===== config.mk =====
export PLATFORM = sky130hd
export DESIGN_NAME = hier_child_sequencer
export DESIGN_NICKNAME = d
export VERILOG_FILES = /design/src/rtl/hier_child_sequencer.sv
export SDC_FILE = /design/constraint.sdc
export NUM_CORES = 1
export LEC_CHECK = 0
export CORE_MARGIN = 2
export CORE_UTILIZATION = 30
export DETAILED_ROUTE_END_ITERATION = 12
export HOLD_SLACK_MARGIN = 0.05
export PLACE_DENSITY_LB_ADDON = 0.2
export REMOVE_ABC_BUFFERS = 1
export SLEW_MARGIN = 25
export SYNTH_ARGS = -nofsm -noshare
export SYNTH_HDL_FRONTEND = slang
export SYNTH_SLANG_ARGS = --single-unit

===== constraint.sdc =====
create_clock -name clk -period 4.8 [get_ports clk]
set_input_delay 0.96 -clock clk [delete_from_list [all_inputs] [get_ports clk]]
set_output_delay 0.96 -clock clk [all_outputs]
set_load 0.005 [all_outputs]

===== src/rtl/hier_child_sequencer.sv =====
// Hierarchy-node controller: launches NUM_CHILD children sequentially or in parallel,
// supervises completion with a per-wait timeout and reports done/count/error upward.
module hier_child_sequencer #(
  parameter int NUM_CHILD = 5,
  parameter int TIMEOUT   = 255,
  parameter int IDX_W     = (NUM_CHILD > 1) ? $clog2(NUM_CHILD) : 1,
  parameter int TO_W      = $clog2(TIMEOUT + 1)
) (
  input  logic                 clk,
  input  logic                 rst_n,
  input  logic                 start,
  input  logic                 mode,
  input  logic [NUM_CHILD-1:0] child_en,
  output logic [NUM_CHILD-1:0] child_start,
  input  logic [NUM_CHILD-1:0] child_done,
  output logic                 busy,
  output logic                 done,
  output logic                 err,
  output logic [IDX_W-1:0]     err_idx,
  output logic [IDX_W:0]       done_cnt
);

  typedef enum logic [1:0] {
    ST_IDLE   = 2'd0,
    ST_LAUNCH = 2'd1,
    ST_WAIT   = 2'd2,
    ST_DONE   = 2'd3
  } state_t;

  function automatic logic [IDX_W-1:0] lowest_idx(input logic [NUM_CHILD-1:0] v);
    logic [IDX_W-1:0] idx;
    idx = {IDX_W{1'b0}};
    for (int i = NUM_CHILD - 1; i >= 0; i--) begin
      if (v[i]) begin
        idx = IDX_W'(i);
      end
    end
    return idx;
  endfunction

  function automatic logic [IDX_W:0] popcount(input logic [NUM_CHILD-1:0] v);
    logic [IDX_W:0] cnt;
    cnt = {(IDX_W+1){1'b0}};
    for (int i = 0; i < NUM_CHILD; i++) begin
      cnt = cnt + {{IDX_W{1'b0}}, v[i]};
    end
    return cnt;
  endfunction

  function automatic logic [NUM_CHILD-1:0] onehot(input logic [IDX_W-1:0] idx);
    return NUM_CHILD'(1'b1) << idx;
  endfunction

  state_t                state_r;
  logic                  mode_r;
  logic [NUM_CHILD-1:0]  pend_r;
  logic [IDX_W-1:0]      cur_r;
  logic [TO_W-1:0]       to_cnt_r;
  logic [NUM_CHILD-1:0]  child_start_r;
  logic                  busy_r;
  logic                  done_r;
  logic                  err_r;
  logic [IDX_W-1:0]      err_idx_r;
  logic [IDX_W:0]        done_cnt_r;

  logic [NUM_CHILD-1:0]  hit_mask_s;
  logic [NUM_CHILD-1:0]  pend_next_s;
  logic [IDX_W:0]        cnt_next_s;
  logic                  complete_s;
  logic                  timeout_s;

  // WAIT-phase completion decode: sequential mode only listens to the current child
  always_comb begin
    hit_mask_s  = {NUM_CHILD{1'b0}};
    complete_s  = 1'b0;
    if (mode_r) begin
      hit_mask_s = child_done & pend_r;
    end else begin
      hit_mask_s = child_done & pend_r & onehot(cur_r);
    end
    pend_next_s = pend_r & ~hit_mask_s;
    cnt_next_s  = done_cnt_r + popcount(hit_mask_s);
    if (mode_r) begin
      complete_s = (pend_next_s == {NUM_CHILD{1'b0}});
    end else begin
      complete_s = (hit_mask_s != {NUM_CHILD{1'b0}});
    end
    timeout_s = (to_cnt_r == TO_W'(TIMEOUT - 1));
  end

  // Run-control FSM with all outputs held in registers
  always_ff @(posedge clk or negedge rst_n) begin
    if (!rst_n) begin
      state_r       <= ST_IDLE;
      mode_r        <= 1'b0;
      pend_r        <= {NUM_CHILD{1'b0}};
      cur_r         <= {IDX_W{1'b0}};
      to_cnt_r      <= {TO_W{1'b0}};
      child_start_r <= {NUM_CHILD{1'b0}};
      busy_r        <= 1'b0;
      done_r        <= 1'b0;
      err_r         <= 1'b0;
      err_idx_r     <= {IDX_W{1'b0}};
      done_cnt_r    <= {(IDX_W+1){1'b0}};
    end else begin
      case (state_r)
        ST_IDLE: begin
          done_r        <= 1'b0;
          child_start_r <= {NUM_CHILD{1'b0}};
          if (start) begin
            mode_r     <= mode;
            pend_r     <= child_en;
            cur_r      <= lowest_idx(child_en);
            err_r      <= 1'b0;
            err_idx_r  <= {IDX_W{1'b0}};
            done_cnt_r <= {(IDX_W+1){1'b0}};
            busy_r     <= 1'b1;
            if (child_en == {NUM_CHILD{1'b0}}) begin
              state_r <= ST_DONE;
              done_r  <= 1'b1;
            end else begin
              state_r       <= ST_LAUNCH;
              child_start_r <= mode ? child_en : onehot(lowest_idx(child_en));
            end
          end else begin
            busy_r <= 1'b0;
          end
        end
        ST_LAUNCH: begin
          child_start_r <= {NUM_CHILD{1'b0}};
          to_cnt_r      <= {TO_W{1'b0}};
          state_r       <= ST_WAIT;
        end
        ST_WAIT: begin
          pend_r     <= pend_next_s;
          done_cnt_r <= cnt_next_s;
          if (complete_s) begin
            // a completion on the last allowed cycle beats the timeout
            if (pend_next_s == {NUM_CHILD{1'b0}}) begin
              state_r <= ST_DONE;
              done_r  <= 1'b1;
            end else begin
              cur_r         <= lowest_idx(pend_next_s);
              child_start_r <= onehot(lowest_idx(pend_next_s));
              state_r       <= ST_LAUNCH;
            end
          end else if (timeout_s) begin
            err_r     <= 1'b1;
            err_idx_r <= mode_r ? lowest_idx(pend_next_s) : cur_r;
            state_r   <= ST_DONE;
            done_r    <= 1'b1;
          end else begin
            to_cnt_r <= to_cnt_r + TO_W'(1'b1);
          end
        end
        ST_DONE: begin
          done_r  <= 1'b0;
          busy_r  <= 1'b0;
          state_r <= ST_IDLE;
        end
        default: begin
          state_r       <= ST_IDLE;
          child_start_r <= {NUM_CHILD{1'b0}};
          busy_r        <= 1'b0;
          done_r        <= 1'b0;
        end
      endcase
    end
  end

  assign child_start = child_start_r;
  assign busy        = busy_r;
  assign done        = done_r;
  assign err         = err_r;
  assign err_idx     = err_idx_r;
  assign done_cnt    = done_cnt_r;

endmodule


==> flow_summary.ini <==
[cells_and_area]
final_common_cell = dfrtp_1
areaGrowthSynthToFinish_pct = 18.6
drive_gt1_frac = 0.115
utilization = 0.370
nNetsFinal = 321
final.fill_count = 825
layout_common_cells = 34 x dfrtp_1, 28 x clkdlybuf4s50_1, 25 x nand2_1, 21 x o21ai_0, 20 x inv_1
fin_area_um2 = 2890
antenna_cells = 0

[yosys]
synth.largest_area_cell = dfrtp_1
synthCells = 267
ys_types = 58
yosysWarnings = 0
synthArstFlopShare = 1.00
synth_area_leaders = dfrtp_1 35%, ha_1 5.1%, o21ai_0 4.3%
netlist.area_leader.share = 0.349
synth-edff-count = 0
avgSynthCellArea_um2 = 9.12
synth.ff_latch_count = 34
synth_area_um2 = 2430
synth-seq-area-share = 0.349
synth-main-ff-cell = dfrtp_1

[global_route]
grt_max_degree = 35
grt_pass1_wl_um = 10600
antenna_found_initial = 0
grt_overflow = 0
grt_usage = 0.157
first_global_vias = 2013

[status]
outcome = finished, final reports clean

[routing]
routed_wl_um = 6610
drc_errors = 0
dr.pass1.iters = 4
via_per_inst = 5.30
drt_iter0_markers = 106
wl_per_cell_um = 16.6
ant_nets = 0
num_vias = 2104

[power]
p_per_area_nw_per_um2 = 552
p_leak_nw = 1.26
total_power_w = 0.00159
ir_worst_vdd_uv = 174

[timing]
setup_slack_ps = 1050
fmax_ghz = 0.267
drv_slew = 0
fin_skew_ps = 7.69
period_share = 0.781
finalSetupViolCount = 0
setup_tns_ps = 0
worst_slew_pin_slew_ps = 620
hold_viol_final = 0
rsz0062_at_grt = false
finalCriticalPeriod_ps = 3750
slew_headroom = 0.583

[clocking]
insertion_delay_ps = 290
ctsResizeCount = 0
postCtsSetupBuffers = 0
cts_hold_buf = 0
cts_sinks = 34
root_buffer = clkbuf_8
numCtsBuffers = 5
cts_tree = yes
cts_buffer_depth = 2
htree_levels = 2
clkTransAtPathRegs_ps = 80

[placed_design]
dpl.hpwl_um = 4860
placedInstanceArea_um2 = 2800
io_buffers = 28
gp_congestion = 0.847
pre_cts_slack_ps = 758

[floorplan]
fp.dieH_um = 94.1
initial_utilization = 0.312
core-area_um2 = 7810
rows = 32
io_pins = 29
die-area_um2 = 8850
die_x_um = 94.1

[job]
drv_cap = 0

[critical_path]
cp.required_ps = 4980
cp_data_arrival_time_ps = 3920
cp_max_fo = 4
crit_type = in2reg
end_kind = flip-flop
start_kind = input port

[min_path]
hold_class = reg2reg
synth_stat cells (4+ instances only):
| cell | n |
|---|---|
| dfrtp_1 | 34 |
| nand2_1 | 25 |
| o21ai_0 | 21 |
| inv_1 | 20 |
| nand3_1 | 15 |
| nor2_1 | 15 |
| a21oi_1 | 14 |
| ha_1 | 10 |
| mux2_2 | 8 |
| a22oi_1 | 7 |
| clkbuf_1 | 7 |
| o22ai_1 | 6 |
| a21o_1 | 5 |
| nor3_1 | 5 |
| o211ai_1 | 5 |
| mux2i_1 | 4 |
| o31ai_1 | 4 |
cells by family after synthesis:
kind of cell,Yosys count,share of synthesized area
AOI/OAI and AO/OA,90,0.264
and+or+nand+nor,86,0.191
DFF,34,0.349
buffers and inverters,30,0.0565
muxes,13,0.0596
adders and majority gates,13,0.0761
xor gates and xnor gates,1,0.00360
routing by layer:
| metal | vias up | wire length [um] | global-route usage |
|---|---|---|---|
| li1 | 1046 | - | - |
| met1 | 1008 | 3200 | 0.222 |
| met2 | 43 | 3010 | 0.242 |
| met3 | 7 | 335 | 0.0369 |
| met5 | - | 0 | 0 |
| met4 | 0 | 63 | 0.0411 |
sequential cells by signal, summed over array words and instances (netlist names):
register / count
pend_r: 5
done_cnt: 4
cur_r: 3
err_idx: 3
to_cnt_r: 8
mode_r: 1
err: 1
state_r: 2
busy: 1
child_start: 5
done: 1
metrics by stage:
stage          std cells  hold WS [ps]
4_1_cts              397           507
2_1_floorplan        257           460
3_3_place_gp         389           491
3_5_place_dp         389           487
6_report             397           502
5_1_grt              397           529
cell type report:
cell class | instances | area, um^2 | share of cell area
clock buffers | 7 | 86.3 | 0.0299
well taps | 102 | 128 | 0.0442
inverters | 20 | 75.1 | 0.0260
flip-flops and latches | 34 | 851 | 0.295
clock inverters | 1 | 5.00 | 0.00173
multi-input cells | 203 | 1450 | 0.501
repair buffers | 30 | 295 | 0.102
path summary, 6_finish.rpt:
check / end / from / cells after the start / slack [ps]
max in group asynchronous: pend_r[0]$_DFFE_PN0P_ / rst_n / 2 / 3390
min in group asynchronous: err_idx[1]$_DFFE_PN0P_ / rst_n / 2 / 1090
worst min register to register: to_cnt_r[6]$_DFFE_PN0P_ / to_cnt_r[6]$_DFFE_PN0P_ / 1 / 500
worst max register to register: done_cnt[2]$_DFFE_PN0P_ / mode_r$_DFFE_PN0P_ / 10 / 1550
worst max-delay path: done_cnt[2]$_DFFE_PN0P_ / child_done[2] / 12 / 1050
worst min-delay path: to_cnt_r[6]$_DFFE_PN0P_ / to_cnt_r[6]$_DFFE_PN0P_ / 1 / 500
critical path, cell delays in order:
cell and delay (ps):
clkdlybuf4s50_1 440, nand4bb_1 180, a21o_1 200, inv_1 80
fa_1 500, inv_1 50, fa_1 500, inv_1 40
ha_1 200, fa_1 380, xor2_1 150, a32o_1 250
power by group:
group          total (W)  internal, W  leakage, nW  switching (W)
sequential      0.000468     0.000371        0.454      0.0000971
clock           0.000227     0.000116       0.0482       0.000112
combinational   0.000899     0.000371        0.761       0.000528
No activity file was read; power rests on OpenSTA's default activity.
